**config.mk**
```make
export PLATFORM = sky130hd
export DESIGN_NAME = apb_clksw_regs
export DESIGN_NICKNAME = d
export VERILOG_FILES = /design/src/rtl/apb_clksw_pkg.sv /design/src/rtl/apb_clksw_regs_sync_2ff.sv /design/src/rtl/apb_clksw_regs.sv
export SDC_FILE = /design/constraint.sdc
export NUM_CORES = 1
export LEC_CHECK = 0
export ABC_AREA = 1
export CAP_MARGIN = 20
export CELL_PAD_IN_SITES_DETAIL_PLACEMENT = 1
export CELL_PAD_IN_SITES_GLOBAL_PLACEMENT = 1
export CORE_MARGIN = 4
export CORE_UTILIZATION = 30
export DETAILED_ROUTE_END_ITERATION = 16
export PLACE_DENSITY_LB_ADDON = 0.1
export SYNTH_ARGS = -nofsm -noshare
export SYNTH_HDL_FRONTEND = slang
export SYNTH_SLANG_ARGS = --single-unit
```
**constraint.sdc**
```tcl
create_clock -name clk_apbs -period 2.2 [get_ports clk_apbs]
set_input_delay 0.44 -clock clk_apbs [delete_from_list [all_inputs] [get_ports clk_apbs]]
set_output_delay 0.44 -clock clk_apbs [all_outputs]
set_load 0.05 [all_outputs]
```
**src/rtl/apb_clksw_pkg.sv**
```systemverilog
// Shared definitions for the APB clock-switch register slave: register
// offsets, field bit positions, switch FSM states and a byte-strobe helper.
// No ports; imported by apb_clksw_regs.
package apb_clksw_pkg;

  // Register offsets (byte addresses within the decoded window)
  localparam logic [31:0] CTRL_OFS     = 32'h0000_0000;
  localparam logic [31:0] STATUS_OFS   = 32'h0000_0004;
  localparam logic [31:0] SCRATCH_OFS  = 32'h0000_0008;
  localparam logic [31:0] IRQ_STAT_OFS = 32'h0000_000C;
  localparam logic [31:0] IRQ_EN_OFS   = 32'h0000_0010;

  // CTRL fields
  localparam int unsigned CTRL_SEL_LSB = 0;  // [1:0] sel_req
  localparam int unsigned CTRL_GO_BIT  = 8;  // write-1 pulse

  // STATUS fields
  localparam int unsigned STAT_BUSY_BIT = 0;
  localparam int unsigned STAT_CUR_LSB  = 2;  // [3:2]
  localparam int unsigned STAT_PROT_LSB = 4;  // [6:4]

  // IRQ_STAT / IRQ_EN fields
  localparam int unsigned IRQ_DONE_BIT = 0;

  // Clock-switch handshake states
  typedef enum logic [1:0] {
    IDLE = 2'd0,
    REQ  = 2'd1,
    REL  = 2'd2
  } sw_state_e;

  // Merge new data into old data, byte by byte, where the strobe is set.
  function automatic logic [31:0] apply_strb(input logic [31:0] old_val,
                                             input logic [31:0] new_val,
                                             input logic [3:0]  strb);
    logic [31:0] res;
    res = old_val;
    for (int i = 0; i < 4; i++) begin
      if (strb[i]) res[8*i +: 8] = new_val[8*i +: 8];
    end
    return res;
  endfunction

endpackage

```
**src/rtl/apb_clksw_regs_sync_2ff.sv**
```systemverilog
// Two-flop synchroniser for asynchronous level / quasi-static inputs.
// Ports: clk_i, rst_i (async, active-high), d_i (async in), q_o (synced out).
// Latency is two clk_i edges; each bit is synchronised independently.
module sync_2ff #(
  parameter int unsigned WIDTH = 1
) (
  input  logic             clk_i,
  input  logic             rst_i,
  input  logic [WIDTH-1:0] d_i,
  output logic [WIDTH-1:0] q_o
);

  logic [WIDTH-1:0] meta_q;
  logic [WIDTH-1:0] sync_q;

  always_ff @(posedge clk_i or posedge rst_i) begin
    if (rst_i) begin
      meta_q <= '0;
      sync_q <= '0;
    end else begin
      meta_q <= d_i;
      sync_q <= meta_q;
    end
  end

  assign q_o = sync_q;

endmodule

```
**src/rtl/apb_clksw_regs.sv**
```systemverilog
// APB3/APB4 register slave holding clock-switch control/status, driving a
// 4-phase req/ack handshake to the glitch-free switch core, with a maskable
// completion interrupt.
// Ports: clk_apbs/rst_apbs; APB slave s_* (programmable wait states);
// clksw_req/clksw_sel/clksw_ack/clksw_cur toward the switch core; irq.
module apb_clksw_regs
  import apb_clksw_pkg::*;
#(
  parameter int unsigned WAIT_CYC    = 1,
  parameter int unsigned ADDR_LSB_W  = 12,
  parameter logic [31:0] SCRATCH_RST = 32'h0000_0000
) (
  input  logic        clk_apbs,
  input  logic        rst_apbs,
  // APB slave
  input  logic        s_psel,
  input  logic        s_penable,
  input  logic        s_pwrite,
  input  logic [31:0] s_paddr,
  input  logic [31:0] s_pwdata,
  input  logic [2:0]  s_pprot,
  input  logic [3:0]  s_pstrb,
  output logic [31:0] s_prdata,
  output logic        s_pready,
  output logic        s_pslverr,
  // Clock-switch core
  output logic        clksw_req,
  output logic [1:0]  clksw_sel,
  input  logic        clksw_ack,
  input  logic [1:0]  clksw_cur,
  // Interrupt
  output logic        irq
);

  localparam logic [3:0] WAIT_LIM = 4'(WAIT_CYC);

  // ---------------------------------------------------------------------
  // State
  // ---------------------------------------------------------------------
  logic [3:0]  wait_cnt_q, wait_cnt_d;
  logic [1:0]  sel_req_q,  sel_req_d;
  logic [31:0] scratch_q,  scratch_d;
  logic        done_q,     done_d;
  logic        en_q,       en_d;
  logic [2:0]  prot_q,     prot_d;
  sw_state_e   state_q,    state_d;
  logic        req_q,      req_d;
  logic [1:0]  sel_q,      sel_d;
  logic        irq_q,      irq_d;

  // ---------------------------------------------------------------------
  // Synchronisers for the asynchronous core-side inputs
  // ---------------------------------------------------------------------
  logic       ack_s;
  logic [1:0] cur_s;

  sync_2ff #(.WIDTH(1)) u_sync_ack (
    .clk_i (clk_apbs),
    .rst_i (rst_apbs),
    .d_i   (clksw_ack),
    .q_o   (ack_s)
  );

  sync_2ff #(.WIDTH(2)) u_sync_cur (
    .clk_i (clk_apbs),
    .rst_i (rst_apbs),
    .d_i   (clksw_cur),
    .q_o   (cur_s)
  );

  // ---------------------------------------------------------------------
  // Access decode
  // ---------------------------------------------------------------------
  logic [31:0] ofs;
  logic        acc;
  logic        done_cyc;
  logic        busy;
  logic        go_wr;
  logic        err;
  logic        commit;
  logic        wr_en;

  // Only the low ADDR_LSB_W address bits take part in decoding.
  always_comb begin
    ofs = '0;
    ofs[ADDR_LSB_W-1:0] = s_paddr[ADDR_LSB_W-1:0];
  end

  logic unused_paddr;
  assign unused_paddr = ^s_paddr[31:ADDR_LSB_W];

  assign acc      = s_psel & s_penable;
  assign done_cyc = acc & (wait_cnt_q == WAIT_LIM);
  assign busy     = (state_q != IDLE);

  // go only counts when its byte lane is actually written.
  assign go_wr = s_pwrite & (ofs == CTRL_OFS) & s_pstrb[1] & s_pwdata[CTRL_GO_BIT];

  assign err = (ofs > IRQ_EN_OFS)
             | (s_paddr[1:0] != 2'b00)
             | (s_pwrite & (ofs == STATUS_OFS))
             | (go_wr & busy);

  assign commit = done_cyc & ~err;
  assign wr_en  = commit & s_pwrite;

  // Wait counter: counts access cycles, clears on completion and whenever
  // the bus leaves the access phase.
  always_comb begin
    wait_cnt_d = '0;
    if (acc && !done_cyc) wait_cnt_d = wait_cnt_q + 4'd1;
  end

  // ---------------------------------------------------------------------
  // Read path
  // ---------------------------------------------------------------------
  logic [31:0] rdata;

  always_comb begin
    rdata = '0;
    case (ofs)
      CTRL_OFS:     rdata[CTRL_SEL_LSB +: 2] = sel_req_q;  // go always reads 0
      STATUS_OFS: begin
        rdata[STAT_BUSY_BIT]      = busy;
        rdata[STAT_CUR_LSB +: 2]  = cur_s;
        rdata[STAT_PROT_LSB +: 3] = prot_q;
      end
      SCRATCH_OFS:  rdata = scratch_q;
      IRQ_STAT_OFS: rdata[IRQ_DONE_BIT] = done_q;
      IRQ_EN_OFS:   rdata[IRQ_DONE_BIT] = en_q;
      default:      rdata = '0;
    endcase
  end

  // Response outputs are only non-zero on the completion cycle.
  assign s_pready  = done_cyc;
  assign s_pslverr = done_cyc & err;
  assign s_prdata  = (commit && !s_pwrite) ? rdata : 32'h0;

  // ---------------------------------------------------------------------
  // Register writes
  // ---------------------------------------------------------------------
  always_comb begin
    sel_req_d = sel_req_q;
    scratch_d = scratch_q;
    en_d      = en_q;
    prot_d    = prot_q;
    if (commit) prot_d = s_pprot;
    if (wr_en) begin
      case (ofs)
        CTRL_OFS:    if (s_pstrb[0]) sel_req_d = s_pwdata[CTRL_SEL_LSB +: 2];
        SCRATCH_OFS: scratch_d = apply_strb(scratch_q, s_pwdata, s_pstrb);
        IRQ_EN_OFS:  if (s_pstrb[0]) en_d = s_pwdata[IRQ_DONE_BIT];
        default:     ;
      endcase
    end
  end

  // ---------------------------------------------------------------------
  // Switch handshake FSM
  // ---------------------------------------------------------------------
  logic done_set;
  logic done_clr;

  always_comb begin
    state_d  = state_q;
    req_d    = req_q;
    sel_d    = sel_q;
    done_set = 1'b0;
    case (state_q)
      IDLE: begin
        // Use the sel_req value being written in the same access.
        if (wr_en && go_wr) begin
          sel_d   = sel_req_d;
          req_d   = 1'b1;
          state_d = REQ;
        end
      end
      REQ: begin
        if (ack_s) begin
          req_d   = 1'b0;
          state_d = REL;
        end
      end
      REL: begin
        if (!ack_s) begin
          done_set = 1'b1;
          state_d  = IDLE;
        end
      end
      default: begin
        req_d   = 1'b0;
        state_d = IDLE;
      end
    endcase
  end

  // W1C clear of done loses against a simultaneous set.
  assign done_clr = wr_en & (ofs == IRQ_STAT_OFS) & s_pstrb[0] & s_pwdata[IRQ_DONE_BIT];
  assign done_d   = done_set | (done_q & ~done_clr);
  assign irq_d    = done_q & en_q;

  // ---------------------------------------------------------------------
  // Flops
  // ---------------------------------------------------------------------
  always_ff @(posedge clk_apbs or posedge rst_apbs) begin
    if (rst_apbs) begin
      wait_cnt_q <= '0;
      sel_req_q  <= '0;
      scratch_q  <= SCRATCH_RST;
      done_q     <= 1'b0;
      en_q       <= 1'b0;
      prot_q     <= '0;
      state_q    <= IDLE;
      req_q      <= 1'b0;
      sel_q      <= '0;
      irq_q      <= 1'b0;
    end else begin
      wait_cnt_q <= wait_cnt_d;
      sel_req_q  <= sel_req_d;
      scratch_q  <= scratch_d;
      done_q     <= done_d;
      en_q       <= en_d;
      prot_q     <= prot_d;
      state_q    <= state_d;
      req_q      <= req_d;
      sel_q      <= sel_d;
      irq_q      <= irq_d;
    end
  end

  assign clksw_req = req_q;
  assign clksw_sel = sel_q;
  assign irq       = irq_q;

endmodule

```
Word level (Yosys, flattened, before mapping)
Cells that the tools add are included.
{"block": "classes", "add_sub_neg": 1, "n_eq_ne": 10, "n_reduce_logical": 17, "n_bitwise": 22, "mux": 18, "n_lt_le_gt_ge": 1}
{"operator": "32-bit logical NOT", "count": 1}
{"operator": "32-bit 2-to-1 mux", "count": 1}
{"operator": "25-bit 2-to-1 mux", "count": 1}
{"operator": "12-bit by 4-bit equality test with 1-bit output (second input constant)", "count": 2}
{"operator": "3-bit AND reduction", "count": 7}
{"operator": "1-bit AND", "count": 15}
{"operator": "12-bit by 3-bit equality test with 1-bit output (second input constant)", "count": 1}
{"operator": "12-bit by 5-bit equality test with 1-bit output (second input constant)", "count": 1}
{"operator": "12-bit by 5-bit > comparator with 1-bit output (second input constant)", "count": 1}
{"operator": "2-bit 2-to-1 mux", "count": 6}
{"operator": "5-bit one-hot mux with 2 select lines", "count": 1}
{"operator": "2-bit one-hot mux with 3 select lines", "count": 1}
{"operator": "1-bit one-hot mux with 5 select lines", "count": 1}
{"operator": "4-bit by 1-bit adder with 4-bit output (second input constant)", "count": 1}
{"operator": "4-bit by 1-bit equality test with 1-bit output (second input constant)", "count": 1}
{"operator": "1-bit 2-to-1 mux", "count": 4}
{"operator": "4-bit 2-to-1 mux", "count": 1}
{"operator": "2-bit != test (second input constant)", "count": 2}
{"operator": "1-bit OR", "count": 4}
{"operator": "2-bit nonzero test", "count": 2}
{"operator": "1-bit logical AND", "count": 3}
{"operator": "1-bit inverter", "count": 3}
{"operator": "1-bit one-hot mux with 3 select lines", "count": 1}
{"operator": "2-bit by 1-bit equality test with 1-bit output (second input constant)", "count": 1}
{"operator": "6 further kinds", "count": 7}
{"block": "word_totals", "in_bits": 79, "output_inout_bits": 38, "register_bits": 55}

Logic depth before layout (Yosys ltp)
{"block": "logic_depth", "depth_word": 15, "depth_mapped": 12}

Modules after synthesis
Synthesis repeated with hierarchy kept, for this count alone.
{"block": "unflattened", "cells_unflattened": 378, "area_unflattened_um2": 2839.0}
{"module": "apb_clksw_regs", "cells_per_inst": 370, "seq_area_each_um2": 1226.2, "area_each_um2": 2681.3, "instances": 1}
{"module": "sync_2ff at u_sync_cur", "cells_per_inst": 5, "seq_area_each_um2": 100.1, "area_each_um2": 103.8, "instances": 1}
{"module": "sync_2ff at u_sync_ack", "cells_per_inst": 3, "seq_area_each_um2": 50.0, "area_each_um2": 53.8, "instances": 1}

Worst setup path after synthesis
No wires, ideal clock.
{"block": "synth_path", "kind": "register to output", "start": "register wait_cnt_q[1]", "end": "output port s_prdata[3]", "path_slack_ns": -0.700, "arrival_time_ns": 2.460, "required_time_ns": 1.760, "stages_incl_launch_ff": 10, "n_path_buf": 1, "cell_sequence": "dfrtp_1 -> inv_1 -> ha_1 -> nand2_1 -> nor2_2 -> nand3_2 -> inv_2 -> nand2_2 -> buf_4 -> a21oi_1"}
{"block": "synth_via", "elab_chain_len": 5}
{"item": "start: declaration", "line_no": "apb_clksw_regs.sv:40", "text": "logic [3:0] wait_cnt_q, wait_cnt_d;"}
{"item": "start signal: assignment", "line_no": "apb_clksw_regs.sv:219", "text": "wait_cnt_q <= wait_cnt_d;"}
{"item": "4-bit by 1-bit equality test with 1-bit output", "line_no": "apb_clksw_regs.sv:93", "text": "assign done_cyc = acc & (wait_cnt_q == WAIT_LIM);"}
{"item": "1-bit AND", "line_no": "apb_clksw_regs.sv:93"}
{"item": "named net s_pready", "line_no": "apb_clksw_regs.sv:24", "text": "output logic s_pready,"}
{"item": "1-bit AND", "line_no": "apb_clksw_regs.sv:104", "text": "assign commit = done_cyc & ~err;"}
{"item": "1-bit logical AND", "line_no": "apb_clksw_regs.sv:138", "text": "assign s_prdata = (commit && !s_pwrite) ? rdata : 32'h0;"}
{"item": "32-bit 2-to-1 mux", "line_no": "apb_clksw_regs.sv:138"}
{"item": "end: declaration", "line_no": "apb_clksw_regs.sv:23", "text": "output logic [31:0] s_prdata,"}
The timed path passes the listed nets, and every way through them passes these cells.

Worst setup path in the final report
{"block": "layout_path", "start": "input port s_paddr[2]", "end": "output port s_prdata[9]"}
{"block": "layout_via", "elab_chain_len": 10, "elab_cells_between_ends": 17, "classes_between": "order compare: 1; eq/ne: 2; mux: 2; bitwise: 10; reduce/logical: 2"}
{"item": "start: declaration", "line_no": "apb_clksw_regs.sv:19", "text": "input logic [31:0] s_paddr,"}
{"item": "branches (longest 9 deep; another with 12-bit by 5-bit > comparator with 1-bit output)"}
{"item": "32-bit 2-to-1 mux (*)", "line_no": "apb_clksw_regs.sv:138"}
Mark *: on every way between the ends.

==> flow_summary_export.csv <==
group,metric,value,unit
grt,grt_use_total,21.1,%
critical_path,end_kind,"output port",
timing,min_period,2.48,ns
hold_path,worstHoldPathType,"reg -> reg",
critical_path,slowest_delay,0.21,ns
grt,grt_first_pass_wirelength,18400,µm
clock_tree,clock_latency,0.32,ns
power_and_ir_drop,power_density,351,nW/µm²
layout,seqCellArea,1380,µm²
floorplanning,die_w,105,µm
timing,final.setup_skew,0.0172,ns
clock_tree,cts.sinks,55,
floorplanning,ios,117,
grt,antenna_found_initial,0,
detailed_routing,drt_wl_total,12600,µm
critical_path,reg2reg_slack,0.25,ns
timing,worst_slack,-0.282,ns
clock_tree,clk_pin_slew_worst_paths,0.10,ns
synth,synth_top_area_share,48.6,%
floorplanning,placementRows,35,
layout,multi_input_area,1740,µm²
critical_path,crit_family,"buffers and inverters",
clock_tree,cts_tree,"done",
grt,grt_max_degree,56,
timing,slew_headroom,66.4,%
critical_path,setup.worst_path.start_class,"primary input",
critical_path,path_class,"in -> out",
layout,antenna_cells,0,
synth,synth.area.top_cells,"dfrtp_1 49%, nand2_1 18%, nand3_1 7.4%",
timing,max_freq,403,MHz
layout,drive_above_1_share,42.1,%
place,dp_hpwl,7350,µm
synth,avgSynthCellArea,7.53,µm²
floorplanning,die_area,11100,µm²
layout,nFillCells,1035,
job,drv_cap,0,
detailed_routing,wl_per_cell,19.0,µm
power_and_ir_drop,power.total,1980,µW
synth,postSynthCellCount,376,
detailed_routing,drt-pass1-iter-count,4,
timing,slew_viol_final,0,
timing,tightest_slew,0.502,ns
power_and_ir_drop,p_leak,0.00259,µW
floorplanning,start_util,30.8,%
critical_path,worstPathMaxFanout,6,
clock_tree,root_buffer,"clkbuf_8",
place,detailedPlace.worstSlack,-0.576,ns
grt,overflow,0,
synth,mappedNetlistNets,457,
status,violations,"negative setup slack",
detailed_routing,antenna_left,0,
timing,rsz0062_at_grt,"true",
synth,yosys_warnings,0,
synth,synth.distinct_cells,28,
floorplanning,core,9200,µm²
status,status,"finished with violations",
place,gp_congestion,0.797,
synth,synth-seq-area-share,48.6,%
synth,ys_ff_latch,55,
layout,final_nets,633,
synth,syn_area,2830,µm²
timing,period_share,113,%
place,port_buffers,96,
detailed_routing,drc,0,
critical_path,cp_num_buf_inv,7,
clock_tree,cts_buffer_depth,2,
synth,synth_largest_area_cell,"dfrtp_1",
clock_tree,h-tree-depth,2,
power_and_ir_drop,vdd_drop_max,0.230,mV
clock_tree,cts_buffers,5,
timing,setup_viol_count_final,33,
place,place_area,4870,µm²
detailed_routing,vias,3313,
detailed_routing,via_per_inst,4.99,
floorplanning,die_h,105,µm
critical_path,critPathSlowestCell,"clkdlybuf4s15_2",
detailed_routing,drt-initial-drc-count,186,
critical_path,cp_data_required_time,1.76,ns
layout,area_growth,99.6,%
critical_path,crit_arrival,2.04,ns
critical_path,cp_cell_sequence,"clkdlybuf4s15_2 > inv_2 > nand2_2 > nor2_4 > buf_12 > nand3_4 > nor2_4 > nor2_4 > nand3_4 > inv_4 > nand2_8 > buf_12 > buf_16 > nor2_4 > buf_12",
grt,first_global_vias,3510,
critical_path,crit_top_cell,"nor2_4",
timing,hold_viol,0,
layout,stdcell_area,5650,µm²
[stage by stage]
stage | TNS [ns] | instances | hold WS, ns | util [%]
floorplan | -2.07 | 376 | 0.331 | -
global placement | -15.96 | 616 | 0.337 | 53.0
detailed placement | -21.49 | 616 | 0.342 | 53.0
CTS | -6.16 | 654 | 0.364 | 59.3
global route | -9.88 | 664 | 0.375 | 61.5
finish | -7.44 | 664 | 0.364 | 61.5
[cell usage in the layout, fill, tap and decap left out, drive strengths merged, types with 5 or more instances in the layout]
master,Yosys,final
dlygate4sd2,0,5
clkbuf,3,7
clkdlybuf4s50,0,45
dfrtp,55,55
o21ai,12,12
inv,34,33
nand3,45,45
nand2,139,139
buf,8,126
nand4,7,7
a21oi,7,7
nor2,54,54
[power by group]
part	total (µW)	switching (µW)	internal, µW	leakage, µW
combinational	247	110	136	0.00180
sequential	1020	4.85	1020	0.000732
clock	713	373	340	0.0000581
total	1980	488	1500	0.00259
[area by class of cell]
| class | instances | share of cell area, % |
|---|---|---|
| sequential | 55 | 24.3 |
| inverter | 34 | 2.52 |
| clock inverter | 3 | 0.775 |
| clock buffer | 5 | 1.22 |
| multi-input combinational | 276 | 30.7 |
| timing repair buffer | 180 | 37.9 |
| tap | 111 | 2.46 |
[Yosys cell counts]
cell type / count
a211oi_1: 1
a21oi_1: 7
buf_2: 3
buf_4: 4
buf_6: 1
clkbuf_1: 3
dfrtp_1: 55
ha_1: 2
inv_1: 29
inv_2: 5
nand2_1: 134
nand2_2: 3
nand2_4: 2
nand2b_1: 2
nand3_1: 42
nand3_2: 3
nand4_1: 6
nand4_2: 1
nor2_1: 44
nor2_2: 8
nor2_4: 2
nor3_1: 1
o21ai_0: 4
o21ai_1: 8
o22ai_1: 1
or2_2: 3
xnor2_1: 1
xor2_1: 1
[logic make-up (layout without fill, tap and decap cells)]
kind of cell,Yosys count,count (layout),share of synthesized area (%)
DFF,55,55,48.6
buffers and inverters,45,222,6.89
AOI/OAI and AO/OA,21,21,3.84
adders and majority gates,2,2,0.884
and+or+nand+nor,251,251,39.2
xor gates and xnor gates,2,2,0.619
[sequential cells by signal, summed over array words and instances (netlist names)]
register,cells
u_sync_cur.q_o,2
irq,1
clksw_req,1
done_q,1
sel_req_q,2
u_sync_ack.q_o,1
clksw_sel,2
state_q,2
scratch_q,32
u_sync_ack.meta_q,1
en_q,1
prot_q,3
u_sync_cur.meta_q,2
wait_cnt_q,4
[per-layer routing]
| metal | global-route usage (%) | up-vias | wire (µm) |
|---|---|---|---|
| li1 | - | 1531 | - |
| met1 | 25.5 | 1675 | 5060 |
| met2 | 38.6 | 87 | 6870 |
| met3 | 2.53 | 20 | 412 |
| met4 | 6.75 | 0 | 265 |
| met5 | 0 | - | 0 |
[final timing paths]
kind | end | cells after the start | startpoint
worst max-delay path | s_prdata[9] | 15 | s_paddr[2]
min in group asynchronous | scratch_q[26] | 3 | rst_apbs
worst min-delay path | u_sync_ack.q_o | 0 | u_sync_ack.meta_q
worst max register to register | scratch_q[8] | 12 | wait_cnt_q[1]
worst min register to register | u_sync_ack.q_o | 0 | u_sync_ack.meta_q
max in group asynchronous | u_sync_cur.meta_q[1] | 3 | rst_apbs
[what timing repair did]
| action | CTS | global route |
|---|---|---|
| gates cloned | 4 | 0 |
| pin swaps | 31 | 25 |
| hold buffers | 0 | 0 |
| resized for setup | 94 | 35 |
| setup buffers | 27 | 13 |
| endpoints found under the setup margin | 33 | 33 |
No activity file was read; power rests on OpenSTA's default activity.
